$ cat config.mk
export PLATFORM = sky130hd
export DESIGN_NAME = hazard_unit_mc
export DESIGN_NICKNAME = d
export VERILOG_FILES = /design/src/rtl/hazard_unit_mc.sv
export SDC_FILE = /design/constraint.sdc
export NUM_CORES = 1
export LEC_CHECK = 0
export ABC_AREA = 1
export CAP_MARGIN = 20
export CORE_UTILIZATION = 30
export DETAILED_ROUTE_END_ITERATION = 8
export SLEW_MARGIN = 15
export SYNTH_ARGS = -nofsm -noshare
export SYNTH_HDL_FRONTEND = slang
export SYNTH_SLANG_ARGS = --single-unit
$ cat constraint.sdc
create_clock -name clk -period 2 [get_ports clk]
set_input_delay 0.6 -clock clk [delete_from_list [all_inputs] [get_ports clk]]
set_output_delay 0.6 -clock clk [all_outputs]
set_load 0.03 [all_outputs]
$ cat src/rtl/hazard_unit_mc.sv
// Pipeline hazard unit: operand forwarding, load-use/multi-cycle/memory-wait stalls, flushes, stall counter.
// Stall/flush/forward outputs are combinational; only the multiply occupancy and stall counter are registered.
module hazard_unit_mc #(
    parameter int NREAD      = 3,
    parameter int MUL_CYCLES = 4,
    parameter int CNT_W      = 16
) (
    input  logic                 clk,
    input  logic                 reset,
    input  logic                 BranchTakenD,
    input  logic                 MemtoRegE,
    input  logic                 RegWriteM,
    input  logic                 RegWriteW,
    input  logic                 PCSrcW,
    input  logic                 PCWrPendingF,
    input  logic [NREAD-1:0]     Match_E_M,
    input  logic [NREAD-1:0]     Match_E_W,
    input  logic                 Match_D_E,
    input  logic                 MulStartE,
    input  logic                 MemStallM,
    output logic [2*NREAD-1:0]   Forward,
    output logic                 StallF,
    output logic                 StallD,
    output logic                 StallE,
    output logic                 StallM,
    output logic                 FlushD,
    output logic                 FlushE,
    output logic                 FlushM,
    output logic                 FlushW,
    output logic                 MulBusyE,
    output logic [CNT_W-1:0]     StallCount
);

    localparam int            CW       = (MUL_CYCLES > 1) ? $clog2(MUL_CYCLES) : 1;
    localparam logic          MULTI    = (MUL_CYCLES > 1);
    localparam logic [CW-1:0] CNT_LOAD = CW'(MUL_CYCLES - 1);

    logic [CW-1:0]    r_cnt;
    logic [CNT_W-1:0] r_stall_cnt;
    logic             w_mul_start;
    logic             w_mul_busy;
    logic             w_ldr_stall;
    logic             w_stall_e;
    logic             w_stall_d;
    logic             w_stall_f;

    // M-stage result wins over W-stage when both match the same operand.
    always_comb begin
        Forward = '0;
        for (int i = 0; i < NREAD; i++) begin
            if (Match_E_M[i] & RegWriteM)
                Forward[2*i +: 2] = 2'b10;
            else if (Match_E_W[i] & RegWriteW)
                Forward[2*i +: 2] = 2'b01;
        end
    end

    assign w_mul_start = MulStartE & (r_cnt == '0) & MULTI;
    assign w_mul_busy  = w_mul_start | ({1'b0, r_cnt} > (CW+1)'(1));
    assign w_ldr_stall = Match_D_E & MemtoRegE & ~w_mul_busy;

    assign w_stall_e = MemStallM | w_mul_busy;
    assign w_stall_d = w_stall_e | w_ldr_stall;
    assign w_stall_f = w_stall_d | PCWrPendingF;

    assign StallM   = MemStallM;
    assign StallE   = w_stall_e;
    assign StallD   = w_stall_d;
    assign StallF   = w_stall_f;
    assign FlushW   = MemStallM;
    assign FlushM   = w_mul_busy & ~MemStallM;
    assign FlushE   = w_ldr_stall & ~w_stall_e;
    // A W-stage PC redirect clears D even while the pipe is frozen.
    assign FlushD   = PCSrcW | ((PCWrPendingF | BranchTakenD) & ~w_stall_e);
    assign MulBusyE = w_mul_busy;

    // Occupancy freezes with the rest of the pipe on a memory wait.
    always_ff @(posedge clk or posedge reset) begin
        if (reset) begin
            r_cnt <= '0;
        end else if (!MemStallM) begin
            if (w_mul_start)
                r_cnt <= CNT_LOAD;
            else if (r_cnt != '0)
                r_cnt <= r_cnt - 1'b1;
        end
    end

    always_ff @(posedge clk or posedge reset) begin
        if (reset)
            r_stall_cnt <= '0;
        else if (w_stall_f && (r_stall_cnt != '1))
            r_stall_cnt <= r_stall_cnt + 1'b1;
    end

    assign StallCount = r_stall_cnt;

endmodule
Word level (Yosys, flattened, before mapping)

Cells that the tools add are included.

Add/subtract/negate cells: 2
Order comparisons: 1
Equal/unequal tests: 1
Mux-type cells: 8
Bitwise logic cells: 21
Reduce and logical (&&, ||, !) cells: 5

Operators with widths:

| operator                                                      | count |
|---|---|
| adder 16 x 1 -> 16 bit, second input constant                 | 1 |
| inequality test 16 bit, second input constant                 | 1 |
| AND 1 bit                                                     | 12 |
| 2-to-1 mux 2 bit                                              | 5 |
| OR 1 bit                                                      | 6 |
| nonzero test 2 bit                                            | 2 |
| 2-to-1 mux 1 bit                                              | 3 |
| NOT 1 bit                                                     | 3 |
| greater-than comparator 2 x 1 -> 1 bit, second input constant | 1 |
| logical NOT 2 bit                                             | 1 |
| AND reduction 2 bit                                           | 1 |
| subtractor 2 x 1 -> 2 bit, second input constant              | 1 |
| logical AND 1 bit                                             | 1 |

Flip-flop bits (word level): 18
Input port bits: 17
Output and inout port bits: 31
Word-level logic and storage cells: 40

Longest topological paths before layout

Gate-level depths: netlist of run 1.

Word-level depth: 8
Mapped depth: 11
Gate-level depth less buffers: 10

Worst setup path after synthesis of run 1

Ideal clock, no wire load.

Path type: reg2out
Start: reg r_cnt[0]
End: out FlushD
Data arrival time: 1.771 ns
Data required time: 1.400 ns
Slack: -0.371 ns
Stages on the path, launching flop included: 8
Path buffers: 0
Cell sequence: dfrtp_1 inv_1 ha_1 nand2_1 nand2_1 nor2_1 inv_1 o21bai_1

Word-level cells in the longest chain between the ends: 7
Elaborated cells between the ends (all ways): 8
Those cells by class: order compare: 1; bitwise: 6; reduce/logical: 1

RTL lines:

| what                     | line | RTL |
|---|---|---|
| start: declaration       | 38   | `logic [CW-1:0] r_cnt;` |
| start signal: assignment | 85   | `r_cnt <= r_cnt - 1'b1;` |
| logical NOT 2 bit        | 58   | `assign w_mul_start = MulStartE & (r_cnt == '0) & MULTI;` |
| AND 1 bit                | 58   |  |
| OR 1 bit (*)             | 59   | `assign w_mul_busy = w_mul_start \| ({1'b0, r_cnt} > (CW+1)'(1));` |
| named net MulBusyE       | 30   | `output logic MulBusyE,` |
| OR 1 bit (*)             | 62   | `assign w_stall_e = MemStallM \| w_mul_busy;` |
| named net StallE         | 24   | `output logic StallE,` |
| NOT 1 bit (*)            | 74   | `assign FlushD = PCSrcW \| ((PCWrPendingF \| BranchTakenD) & ~w_stall_e);` |
| AND 1 bit (*)            | 74   |  |
| OR 1 bit (*)             | 74   |  |
| end: declaration         | 26   | `output logic FlushD,` |

Mark *: on every way through the listed nets, which the timed path passes. The rest lies on a longest branch.

Final worst setup path of run 1

Start: in PCWrPendingF
End: out FlushD

Word-level cells in the longest chain between the ends: 3

RTL lines:

| what               | line | RTL |
|---|---|---|
| start: declaration | 15   | `input logic PCWrPendingF,` |
| OR 1 bit           | 74   |  |
| AND 1 bit          | 74   |  |
| OR 1 bit           | 74   |  |

No other way between the ends.

==> results of run 1 <==
-- timing repair --
item	4_1_cts	5_1_grt
pin swaps	8	9
resized for setup	29	15
endpoints found under the hold margin	0	0
cloned	0	0
setup buffers	5	1
endpoints found under the setup margin	22	31
-- area by class of cell --
class	instances	share of cell area
multi-input cells	147	0.376
repair buffers	64	0.305
flip-flops and latches	18	0.224
inverters	19	0.0368
well taps	50	0.0312
clock buffers	4	0.0274
-- registers in the layout, indices dropped and copies added (netlist names) --
| register | count |
|---|---|
| StallCount | 16 |
| r_cnt | 2 |
-- through the flow --
stage          instance area, um2  hold slack [ns]
2_1_floorplan                1290            0.485
3_3_place_gp                 1860            0.514
3_5_place_dp                 1860            0.517
4_1_cts                      1970            0.525
5_1_grt                      2010            0.566
6_report                     2010            0.523
-- worst paths after layout --
| kind | startpoint | end | slack [ns] |
|---|---|---|---|
| worst min register to register | r_cnt[0] | r_cnt[0] | 0.52 |
| min in group asynchronous | reset | r_cnt[1] | 0.67 |
| worst min-delay path | r_cnt[0] | r_cnt[0] | 0.52 |
| max in group asynchronous | reset | StallCount[11] | 1.14 |
| worst max register to register | r_cnt[1] | StallCount[14] | 0.10 |
| worst max-delay path | PCWrPendingF | FlushD | -0.1 |
-- worst max-delay path, delay by kind of cell --
kind	cells	cell delay, ns
compound gates	1	0.09
simple gates	1	0.21
buf+inv	2	0.60
-- power groups by stage --
stage                     Clock (mW)  Sequential (mW)  Combinational [mW]
after CTS                      0.314            0.573                1.09
after floorplan                    0            0.688               0.493
final                          0.307            0.571                1.09
after global routing           0.325            0.591                1.20
after detailed placement           0            0.582               0.990
after global placement             0            0.580               0.978
-- per-layer routing --
metal	wire, um	vias to the layer above	part of all wire
li1	-	705	-
met5	0	-	0
met1	1420	586	0.44
met4	50	0	0.015
met3	222	5	0.069
met2	1530	44	0.47
-- Yosys cell counts, drive strengths merged --
library cell	n
nand2	89
nor2	27
inv	19
dfrtp	18
nand3	6
nand4	5
buf	4
xnor2	4
ha	3
nand3b	3
o21ai	3
xor2	3
a21oi	2
a31oi	1
o21bai	1
-- logic make-up (layout without fill, tap and decap cells) --
group,count (synthesis),count (layout),share of synthesized area
adders and majority gates,3,3,0.0296
xor gates and xnor gates,7,7,0.0483
AOI/OAI and AO/OA,7,7,0.0305
DFF,18,18,0.355
and+or+nand+nor,130,130,0.448
buffers and inverters,23,87,0.0887
==> results.yml, run 1 <==
grt:
  grt_overflow_total: 0
  busiest_layer: "met2"
  grt_pass1_wl_mm: 5.46
  grt_use_met1: 0.187
  grtUsageTotal: 0.161
  grt_max_degree: 19
  use_met2: 0.285
  met3_usage: 0.0308
  grt_pass1_vias: 1253
  antenna_found_initial: 0
setup_path:
  critPathCaptureType: "output port"
  crit_arrival_ns: 1.50
  critPathMaxStageDelay_ns: 0.46
  start_kind: "primary input"
  criticalPathCategory: "primary input to output port"
  cp_max_fo: 3
  crit_path_top_delay_cell: "clkdlybuf4s50_1"
  required_ns: 1.40
  path_cells: "clkdlybuf4s50_1, nor2_1, o21bai_4, buf_6"
  ff2ff_path_depth: 14
status:
  violations: "negative setup slack"
  outcome: "complete, but fails checks"
sta:
  drv_slew: 0
  post-route-period-util: 1.05
  hold_violations: 0
  rsz0062_at_grt: "true"
  tns_ns: -0.177
  worst_pin_slew_ns: 0.328
  slew_headroom: 0.781
  clock.fmax_mhz: 477
  fin_skew_ns: 0.00146
  min_period_ns: 2.10
  setup_viol: 5
  layout_setup_ws_ns: -0.0951
floorplanning:
  die_w_um: 67.1
  die_area_mm2: 0.00450
  boundaryPins: 48
  start_util: 0.315
  die_y_um: 67.1
  rows: 23
  core_area_mm2: 0.00403
clocking:
  cts.clk_slew.worst_paths_ns: 0.07
  cts_buffers: 3
  clock_sinks: 18
  htreeDepth: 1
  hold_buffers: 0
  cts_tree: "done"
  cts_root_buf: "clkbuf_8"
  cts_max_path_buffers: 2
  clk_latency_ns: 0.26
detailed_routing:
  drtPass1Iterations: 4
  drt_iter0_drc: 23
  via_count: 1340
  drt-total-wl_mm: 3.23
  drc: 0
  ant_nets: 0
  drt-vias-per-instance: 4.44
  avgRoutedWirePerCell_um: 10.7
pwr:
  p_seq_frac: 0.289
  netSwitchingFraction: 0.434
  peakVddDrop_mv: 0.476
  leakage_nw: 1.13
  combPwrFrac: 0.555
  power_mw: 1.97
  p_int_mw: 1.12
  cellPowerDensity_mw_per_mm2: 982
  clkPwrFrac: 0.156
  switching_power_uw: 856
synthesis:
  synth-seq-cells: 18
  yosysUniqueCellTypes: 22
  syn_nets: 208
  synth_top_area_frac: 0.355
  syn_inst: 188
  synth_area_leaders: "dfrtp_1 35%, nand2_1 25%, nor2_1 6.8%, inv_1 5.3%, nor2_4 3.5%"
  synth_area_mm2: 0.00127
  ys_warn_count: 0
  synth_top_area_cell: "dfrtp_1"
  seq_area_frac_synth: 0.355
  synth_area_per_cell_um2: 6.76
finish:
  fillCellCount: 407
  utilization: 0.498
  drive_gt1_frac: 0.246
  final_cells: 302
  mostFrequentLayoutCell: "nand2_1"
  multi_input_area_um2: 754
  diodes: 0
  num-nets-final: 273
  layout_common_cells: "81 x nand2_1, 23 x buf_4, 19 x nor2_1"
  area.growth.synth_to_final_pct: 58.1
  seqCellArea_um2: 450
placed_design:
  place_worst_setup_slack_ns: -0.284
  dp.cells: 292
  place.port_buffers: 47
  dpl.hpwl_mm: 2.32
  place_congestion: 0.791
min_path:
  worst_hold_path_type: "flop to flop"
  min_path_cells: 1
job:
  drv_cap: 0
(Power assumes the default switching activity.)
==> inputs of run 2 (changes only) <==
==> constraint.sdc (replaced) <==
create_clock -name clk -period 2 [get_ports clk]
set_input_delay 0.6 -clock clk [delete_from_list [all_inputs] [get_ports clk]]
set_output_delay 0.6 -clock clk [all_outputs]
set_load 0.02 [all_outputs]
==> results.yml, run 2 (synthesis gave the netlist of run 1 again) <==
setup_path:
  ff2ff_path_depth: 12
  worst-path-stages: 4
  path_cells: "clkdlybuf4s50_1, nor2_1, o21bai_4, buf_6"
  cp_top_family: "buffers and inverters"
  r2r_slack_ns: 0.15
  crit_arrival_ns: 1.46
  critPathCaptureType: "output port"
  r2r_end: "StallCount[8]"
  cp_max_fo: 3
  crit_path_top_delay_cell: "clkdlybuf4s50_1"
  worst-path-buf-inv: 2
  criticalPathCategory: "primary input to output port"
  required_ns: 1.40
  critPathMaxStageDelay_ns: 0.44
  reg2reg_from: "r_cnt[0]"
  start_kind: "primary input"
detailed_routing:
  drt_iter0_drc: 42
  drt-vias-per-instance: 4.27
  drc: 0
  drt-total-wl_mm: 3.12
  avgRoutedWirePerCell_um: 10.4
  via_count: 1285
  ant_nets: 0
  drtPass1Iterations: 4
grt:
  grt_overflow_total: 0
  antenna_found_initial: 0
  grt_max_degree: 19
  grt_pass1_vias: 1180
  grtUsageTotal: 0.147
  grt_pass1_wl_mm: 5.06
placed_design:
  place_congestion: 0.719
  dp.cells: 293
  place.port_buffers: 47
  dpl.hpwl_mm: 2.30
sta:
  worst_pin_slew_ns: 0.239
  layout_setup_ws_ns: -0.0634
  drv_slew: 0
  hold_violations: 0
  tns_ns: -0.147
  rsz0062_at_grt: "true"
  holdWs_ns: 0.555
  post-route-period-util: 1.03
  clock.fmax_mhz: 485
  slew_headroom: 0.841
  min_period_ns: 2.06
  setup_viol: 5
  fin_skew_ns: 0.00135
pwr:
  leakage_nw: 1.01
  combPwrFrac: 0.542
  switching_power_uw: 762
  peakVddDrop_mv: 0.357
  p_int_mw: 1.12
  netSwitchingFraction: 0.404
  clkPwrFrac: 0.157
  power_mw: 1.88
  p_seq_frac: 0.302
  cellPowerDensity_mw_per_mm2: 953
finish:
  utilization: 0.491
  fillCellCount: 413
  multi_input_area_um2: 757
  layout_common_cells: "81 x nand2_1, 24 x clkdlybuf4s50_1, 21 x nor2_1"
  mostFrequentLayoutCell: "nand2_1"
  area.growth.synth_to_final_pct: 55.7
  seqCellArea_um2: 450
  largest_register_ffs: 16
  num-nets-final: 272
  final_cells: 301
  drive_gt1_frac: 0.223
  diodes: 0
clocking:
  cts_root_buf: "clkbuf_8"
  clk_latency_ns: 0.25
  htreeDepth: 1
  cts_buffers: 3
  cts_max_path_buffers: 2
  clock_sinks: 18
  cts_tree: "done"
  cts.clk_slew.worst_paths_ns: 0.07
floorplanning:
  die_y_um: 67.1
  boundaryPins: 48
  start_util: 0.315
  rows: 23
  die_area_mm2: 0.00450
  die_w_um: 67.1
  core_area_mm2: 0.00403
min_path:
  hold_end: "StallCount[1]"
  min_path_cells: 2
  hold_start: "StallCount[1]"
  worst_hold_path_type: "flop to flop"
status:
  violations: "negative setup slack"
  outcome: "complete, but fails checks"
job:
  drv_cap: 0
run 2: cell types whose count changed in the layout (fill, tap and decap cells not counted), moves of 3 or more:
| cell | delta |
|---|---|
| buf_2 | +7 |
| buf_4 | -7 |
| buf_6 | -3 |
| clkdlybuf4s50_1 | +16 |
| dlygate4sd2_1 | -10 |
| dlymetal6s2s_1 | -6 |
| inv_1 | +3 |
run 2: worst max path at each step:
stage,from,to
finish,PCWrPendingF,FlushD
global route,r_cnt[0],FlushD
CTS,r_cnt[0],FlushD
detailed placement,MulStartE,FlushD
global placement,MulStartE,FlushD
floorplan,r_cnt[0],FlushD
run 2: cell type report:
cell class              instances  share of cell area
multi-input cells             147               0.383
repair buffers                 63               0.294
flip-flops and latches         18               0.228
inverters                      19              0.0361
well taps                      50              0.0316
clock buffers                   4              0.0278
run 2: through the flow:
stage	setup WS (ns)	instance area, um2
global route	-0.160	1980
global placement	-0.723	1880
finish	-0.0634	1980
detailed placement	-0.760	1880
floorplan	-0.00195	1280
CTS	-0.0749	1930
run 2: metal layers:
layer	routed length [um]	GRT usage	up-vias
li1	-	-	699
met4	22	0.0479	0
met3	124	0.0205	2
met5	0	0	-
met2	1520	0.243	26
met1	1450	0.194	558
run 2: power by group through the flow:
stage | combinational, mW | sequential (mW) | clock (mW)
finish | 1.02 | 0.568 | 0.295
global route | 1.11 | 0.592 | 0.326
CTS | 0.974 | 0.571 | 0.307
detailed placement | 0.949 | 0.576 | 0
global placement | 0.937 | 0.574 | 0
floorplan | 0.430 | 0.639 | 0
run 2: worst reg2reg max path, cell delays in order, from the launching register on:
cell	delay [ns]
dfrtp_1	0.38
inv_1	0.06
ha_2	0.19
nand2_2	0.10
buf_4	0.14
nand4_1	0.13
buf_4	0.16
buf_4	0.11
nor2_1	0.17
nor2_4	0.05
buf_12	0.14
nand2_1	0.07
nand2_1	0.04
run 2: repair_timing:
item,4_1_cts,5_1_grt
pin swaps,6,4
gates resized for setup,83,6
buffers inserted,2,2
hold buffers,0,0
setup endpoints to repair,15,9
